File: src/rtl/imem_pkg.sv
// Shared constants, state encoding and address check for the instruction-memory arbiter.
package imem_pkg;

  localparam int unsigned DEPTH        = 64;
  localparam int unsigned AW           = 6;
  localparam int unsigned STARVE_LIMIT = 4;
  localparam logic [31:0] NOP_WORD     = 32'h0000_0013;

  typedef enum logic {
    BOOT = 1'b0,
    RUN  = 1'b1
  } state_t;

  // A byte address is usable when it is word aligned and falls inside the memory.
  function automatic logic addr_legal(input logic [31:0] a);
    return (a[1:0] == 2'b00) && (a < 32'(4 * DEPTH));
  endfunction

endpackage

File: src/rtl/imem_starve_ctr.sv
// Saturating count of consecutive cycles the loader has been refused the port.
module imem_starve_ctr
  import imem_pkg::*;
#(
  parameter int unsigned LIMIT = STARVE_LIMIT
) (
  input  logic clk,
  input  logic rst,
  input  logic inc,
  input  logic clr,
  output logic at_limit
);

  localparam int unsigned CW = $clog2(LIMIT + 1);
  localparam logic [CW-1:0] LIM = CW'(LIMIT);

  logic [CW-1:0] cnt;

  // Count blocked cycles, hold at the limit, clear has priority.
  always_ff @(posedge clk) begin
    // NOTE: sequential state uses non-blocking assignments so every register samples pre-edge values.
    if (!rst) begin
      cnt <= '0;
    end else if (clr) begin
      cnt <= '0;
    end else if (inc && (cnt != LIM)) begin
      cnt <= cnt + CW'(1);
    end
  end

  assign at_limit = (cnt == LIM);

endmodule

File: src/rtl/imem_arbiter.sv
// Single-port instruction memory controller: boot loading, then fetch-priority
// arbitration with a guaranteed loader slot after sustained starvation.
module imem_arbiter
  import imem_pkg::*;
(
  input  logic          clk,
  input  logic          rst,
  input  logic          load_valid,
  input  logic [31:0]   load_addr,
  input  logic [31:0]   load_data,
  output logic          load_ready,
  output logic          load_err,
  input  logic          load_done,
  input  logic          reload,
  input  logic          fetch_req,
  input  logic [31:0]   fetch_addr,
  output logic          fetch_gnt,
  output logic          fetch_rvalid,
  output logic [31:0]   fetch_rdata,
  output logic          fetch_err,
  output logic          run,
  output logic          mem_en,
  output logic          mem_we,
  output logic [AW-1:0] mem_addr,
  output logic [31:0]   mem_wdata,
  input  logic [31:0]   mem_rdata
);

  state_t state, state_nxt;
  logic   load_legal, fetch_legal;
  logic   at_limit;
  logic   starve_inc;

  assign load_legal  = addr_legal(load_addr);
  assign fetch_legal = addr_legal(fetch_addr);

  // Loader is starving whenever it asks and is not served this cycle.
  assign starve_inc = load_valid && !load_ready;

  imem_starve_ctr #(.LIMIT(STARVE_LIMIT)) u_starve (
    .clk      (clk),
    .rst      (rst),
    .inc      (starve_inc),
    .clr      (!starve_inc),
    .at_limit (at_limit)
  );

  // Next-state, grant selection and memory-port drive.
  always_comb begin
    // NOTE: every output gets a default first so no path through the block can infer a latch.
    state_nxt  = state;
    load_ready = 1'b0;
    fetch_gnt  = 1'b0;
    run        = 1'b0;
    mem_en     = 1'b0;
    mem_we     = 1'b0;
    mem_addr   = '0;
    mem_wdata  = '0;

    if (rst) begin
      unique case (state)
        BOOT: begin
          load_ready = load_valid;
          if (load_done) state_nxt = RUN;
        end
        RUN: begin
          run = 1'b1;
          if (at_limit && load_valid) load_ready = 1'b1;
          else if (fetch_req)         fetch_gnt  = 1'b1;
          else if (load_valid)        load_ready = 1'b1;
          if (reload) state_nxt = BOOT;
        end
        default: state_nxt = BOOT;
      endcase

      // Illegal requests are still granted but never reach the memory.
      if (load_ready && load_legal) begin
        mem_en    = 1'b1;
        mem_we    = 1'b1;
        mem_addr  = load_addr[AW+1:2];
        mem_wdata = load_data;
      end else if (fetch_gnt && fetch_legal) begin
        mem_en   = 1'b1;
        mem_addr = fetch_addr[AW+1:2];
      end
    end
  end

  // State register plus the one-cycle response and error pipeline.
  always_ff @(posedge clk) begin
    // NOTE: only control state is reset; the memory array itself is never cleared here.
    if (!rst) begin
      state        <= BOOT;
      fetch_rvalid <= 1'b0;
      fetch_err    <= 1'b0;
      load_err     <= 1'b0;
    end else begin
      state        <= state_nxt;
      fetch_rvalid <= fetch_gnt;
      fetch_err    <= fetch_gnt && !fetch_legal;
      load_err     <= load_ready && !load_legal;
    end
  end

  assign fetch_rdata = !fetch_rvalid ? 32'h0 :
                       fetch_err     ? NOP_WORD : mem_rdata;

endmodule

File: config.mk
export PLATFORM = sky130hd
export DESIGN_NAME = imem_arbiter
export DESIGN_NICKNAME = d
export VERILOG_FILES = /design/src/rtl/imem_pkg.sv /design/src/rtl/imem_starve_ctr.sv /design/src/rtl/imem_arbiter.sv
export SDC_FILE = /design/constraint.sdc
export NUM_CORES = 1
export LEC_CHECK = 0
export CAP_MARGIN = 20
export CORE_AREA = 2 2 82 84
export CTS_CLUSTER_SIZE = 8
export DETAILED_ROUTE_END_ITERATION = 10
export DIE_AREA = 0 0 84 86
export HOLD_SLACK_MARGIN = 0.05
export PLACE_DENSITY = 0.74
export SYNTH_ARGS = -nofsm -noshare
export SYNTH_HDL_FRONTEND = slang
export SYNTH_SLANG_ARGS = --single-unit
File: constraint.sdc
create_clock -name clk -period 1.8 [get_ports clk]
set_input_delay 0.36 -clock clk [delete_from_list [all_inputs] [get_ports clk]]
set_output_delay 0.36 -clock clk [all_outputs]
set_load 0.005 [all_outputs]
## Word-level counts from Yosys, hierarchy flattened

Index checks and enable logic that the tools add are counted.

- Register bits: 7
- Bits in latches: 0
- RAM bits: 0
- ROM bits: 0
- Input bits: 134
- Output and inout port bits: 78
- Memories: 0

- Add/sub/neg operators: 1
- Multiply operators: 0
- Divide/modulo/power cells: 0
- $lt $le $gt $ge: 2
- Eq/ne operators: 2
- Shift-type cells: 0
- Multiplexer cells: 28
- Bitwise operators: 1
- Reductions and logical operators: 15

Operator list:

| operator | count |
|---|---|
| two-way mux 32 bit | 4 |
| < comparator 32 x 9 -> 1 bit (second input constant) | 2 |
| two-way mux 1 bit | 19 |
| two-way mux 6 bit | 3 |
| logical AND 1 bit | 9 |
| logical NOT 2 bit | 2 |
| case mux 1 bit (2 select lines) | 2 |
| adder 3 x 1 -> 3 bit (second input constant) | 1 |
| equality test 3 bit (second input constant) | 1 |
| logical NOT 1 bit | 3 |
| inequality test 3 bit (second input constant) | 1 |
| AND reduction 2 bit | 1 |
| inverter 1 bit | 1 |

## Logic depth before layout (Yosys ltp)

- Depth in word-level cells: 9
- Mapped depth: 7
- Gate-level depth less buffers: 6

## Cells and area by module

From an unflattened synthesis, not the netlist that was laid out.

- Cell total of the unflattened synthesis: 141
- Area, all modules: 1036.0 um^2

Modules (own cells, without submodules):

| module | instances | cells each | area each (um^2) | sequential area each (um^2) |
|---|---|---|---|---|
| imem_arbiter | 1 | 123 | 848.3 | 80.1 |
| imem_starve_ctr | 1 | 18 | 187.7 | 60.1 |

## Worst setup path after synthesis

OpenSTA, ideal clock, no wires.

- Kind: register -> output
- From: reg u_starve.cnt[0]
- To: out mem_wdata[23]
- Arrival: 1.418 ns
- Data required time: 1.440 ns
- Slack: 0.022 ns
- Stages on the path, launching flop included: 8
- Path through: dfxtp_1 > inv_1 > ha_1 > nand2_1 > a31o_2 > nor3_4 > buf_6 > and2_1

- Word-level cells in the longest chain between the ends: 8

Ends and longest elaborated chain:

| what | line | RTL |
|---|---|---|
| from (decl) | imem_starve_ctr.sv:17 | `logic [CW-1:0] cnt;` |
| from (signal assigned) | imem_starve_ctr.sv:27 | `cnt <= cnt + CW'(1);` |
| equality test 3 bit | imem_starve_ctr.sv:31 | `assign at_limit = (cnt == LIM);` |
| logical AND 1 bit | imem_arbiter.sv:68 | `if (at_limit && load_valid) load_ready = 1'b1;` |
| two-way mux 1 bit | imem_arbiter.sv:68 |  |
| case mux 1 bit (2 select lines) | imem_arbiter.sv:61 | `unique case (state)` |
| two-way mux 1 bit | imem_arbiter.sv:60 | `if (rst) begin` |
| logical AND 1 bit | imem_arbiter.sv:77 | `if (load_ready && load_legal) begin` |
| two-way mux 32 bit | imem_arbiter.sv:77 |  |
| two-way mux 32 bit | imem_arbiter.sv:60 |  |
| to (decl) | imem_arbiter.sv:25 | `output logic [31:0] mem_wdata,` |

No other way between the ends. The select of a mux whose other input is x is not followed.

## Worst setup path after layout

- From: reg u_starve.cnt[0]
- To: out mem_wdata[13]

Same word-level chain as after synthesis.

==> summary.md <==
| Metric | Value |
|---|---|
| Outcome | finished, violations left |
| Violated checks | negative setup slack |
| Hold_ws | 516 ps |
| Seq/Total Area, Yosys | 0.143 |
| Sequential Area | 145 µm² |
| H-tree depth | 1 |
| Drt drc | 0 |
| Slowest-stage cell, CP | dfxtp_2 |
| Final Cycle Share | 1.25 |
| Crit Path Class | reg2out |
| Synth top area cells | and2_1, dfxtp_1, nor4_1 |
| Synth Flop Type | dfxtp_1 |
| Mean Syn Cell Area | 7.16 µm² |
| Mapped Cells | 137 |
| Finished Core Util | 0.639 |
| Leakage | 0.00188 µW |
| Drt via density | 4.35 |
| Actual slew at the worst max-slew pin | 250 ps |
| Synthesized Nets | 273 |
| Critical Path Max Stage Delay | 310 ps |
| # fillers | 561 |
| Rel. slew slack | 0.832 |
| Non-filler cells, final | 483 |
| Placement Cell Area | 3290 µm² |
| Routed length per placed instance | 15.2 µm |
| Synth Register Bits | 7 |
| Chip width | 84 µm |
| FMAX | 445 MHz |
| Worst Hold Path EP | state |
| Count of hold-fix buffers inserted at cts | 0 |
| Worst reg2reg setup slack | 150 ps |
| Clk_lat worst skew | 230 ps |
| Final setup fails | 42 |
| Via count | 2101 |
| Reg2Reg Depth | 11 |
| Power Total | 807 µW |
| Most frequent cell after synthesis | and2_1 |
| YS warnings | 0 |
| Post-synth EDFFs | 0 |
| Max cap viols | 0 |
| Synthesized cell area | 981 µm² |
| Startpoint class of the critical path | flop |
| R2R Path End | u_starve.cnt[1] |
| GRT Util Overall | 0.188 |
| CP Capture Type | output pin |
| Async S/R FF share, synth | 0 |
| Initial antenna violation count | 0 |
| Area leader, netlist | and2_1 |
| Vias in the first global route | 2215 |
| Unique masters post-synth | 24 |
| Endpoints failing hold | 0 |
| Final WL | 7340 µm |
| CP required | 1440 ps |
| Worst hold start | rst |
| Nets@finish | 543 |
| Top cell by count, worst path | buf_12 |
| Skew final | 2.04 ps |
| R2r startpoint | u_starve.cnt[0] |
| Worst-path clk slew | 40 ps |
| Post-route setup slack | -450 ps |
| Finished Cell Area | 4010 µm² |
| Synth top cells by count | and2_1, nor4_1, dfxtp_1 |
| Worst hold stages | 2 |
| Top Ports | 212 |
| Cell total after placement | 436 |
| Detail Route Antenna Nets | 0 |
| Synth-to-Final Area Change | 309% |
| Min cycle time layout | 2250 ps |
| First drt pass iteration count | 4 |
| Share of the synthesized area in the top cell type | 0.402 |
| Clock sinks | 7 |
| Ant diodes | 0 |
| Area of the multi-input gates | 1000 µm² |
| RSZ-0062 raised after global routing | yes |
| Largest net degree at the start of global routing | 10 |
| DIE HEIGHT | 86 µm |
| Max Buffers Root-to-Sink | 2 |
| Initial Util | 0.156 |
| TritonCTS clock tree | yes |
| Core area | 6280 µm² |
| Layout cells sized above 1 | 0.463 |
| PD cells | 201 nW/µm² |
| Maximum VDD drop | 0.000242 V |
| Root Buffer | clkbuf_8 |
| Number of core rows | 29 |
| Routability-driven placement congestion ratio | 0.750 |
| First-pass GRT wire length | 10900 µm |
| CP cell instances | inv_2 -> ha_4 -> nand2_4 -> a31o_4 -> nor3_4 -> buf_12 -> buf_8 -> buf_12 -> buf_16 -> and2_1 -> buf_2 |
| Slew Limit Fails | 0 |
| Hold crit path type | in2reg |
| Total CTS buffers | 3 |
| Maximum fanout along the worst path | 8 |
| HPWL Detailed | 5210 µm |
| Overflow after GRT | 0 |
| Die ar. | 7220 µm² |
| Starting DRT DRC Count | 30 |
| WP data arrival | 1890 ps |
| Buffers on Ports | 211 |
-- placed cells by master (no fill, tap or decap), types with 4 or more instances in the layout --
cell type,synthesis,layout
buf_12,0,6
nor2_1,5,5
clkdlybuf4s50_1,0,94
and2_4,0,39
dfxtp_2,0,4
nor4_2,0,9
buf_2,1,23
buf_6,3,55
dlygate4sd2_1,0,31
buf_4,0,29
a32o_1,6,6
and2_1,63,30
clkdlybuf4s15_1,0,24
-- worst max path at each step --
stage,startpoint,slack [ps],endpoint,cells past startpoint
after global routing,u_starve.cnt[0],-540,mem_wdata[13],11
final,u_starve.cnt[0],-450,mem_wdata[13],11
after global placement,load_addr[27],-950,mem_wdata[6],7
after CTS,u_starve.cnt[1],-470,mem_wdata[0],11
after floorplan,u_starve.cnt[0],20,mem_wdata[23],7
after detailed placement,load_addr[1],-970,mem_wdata[6],7
-- worst max-delay path: cells and delay by family (launching register included) --
kind | cells | cell delay [ps]
adders and majority gates | 1 | 160
buffers and inverters | 6 | 620
and+or+nand+nor | 3 | 320
DFF | 1 | 310
AOI/OAI and AO/OA | 1 | 240
-- report_power, final --
group | switching, µW | internal (µW) | leakage [µW]
sequential | 3.26 | 161 | 0.0000590
clock | 73.6 | 154 | 0.0000228
combinational | 107 | 308 | 0.00180
total | 183 | 623 | 0.00188
-- cell type report --
class,count,area share
clock buffer,4,0.0112
inverter,5,0.00562
multi-input combinational,118,0.250
sequential,7,0.0362
tap,77,0.0240
timing repair buffer,272,0.673
-- timing repair --
item / CTS / global route
gates cloned: 8 / 1
buffers inserted: 36 / 10
endpoints found under the setup margin: 73 / 59
gates resized for setup: 353 / 93
pin swaps: 41 / 28
-- kinds of logic after synthesis --
kind of cell             Yosys count  share of synthesized area
AO/OA/AOI/OAI                     15                      0.128
adder cells (fa/ha/maj)            2                     0.0255
buffers and inverters             12                     0.0701
flip-flops                         7                      0.143
multiplexers                       1                     0.0102
AND/OR/NAND/NOR                  100                      0.624
-- flip-flops by register name, summed over array words and instances (netlist names) --
signal and flops:
u_starve.cnt 3, state 1, fetch_rvalid 1, load_err 1, fetch_err 1
-- routing by layer --
metal	GRT usage	vias to the layer above	wire, µm	share of wire
met5	0	-	0	0
met4	0.0381	0	112	0.015
met3	0.0587	12	715	0.097
met2	0.399	135	4180	0.57
met1	0.174	946	2330	0.32
li1	-	1008	-	-
-- metrics by stage --
step	setup slack [ps]	setup TNS, ps
after floorplan	21.7	0
after global placement	-953	-37980
after detailed placement	-967	-38480
after CTS	-474	-17490
after global routing	-536	-18370
final	-450	-15280
(Power assumes the default switching activity.)
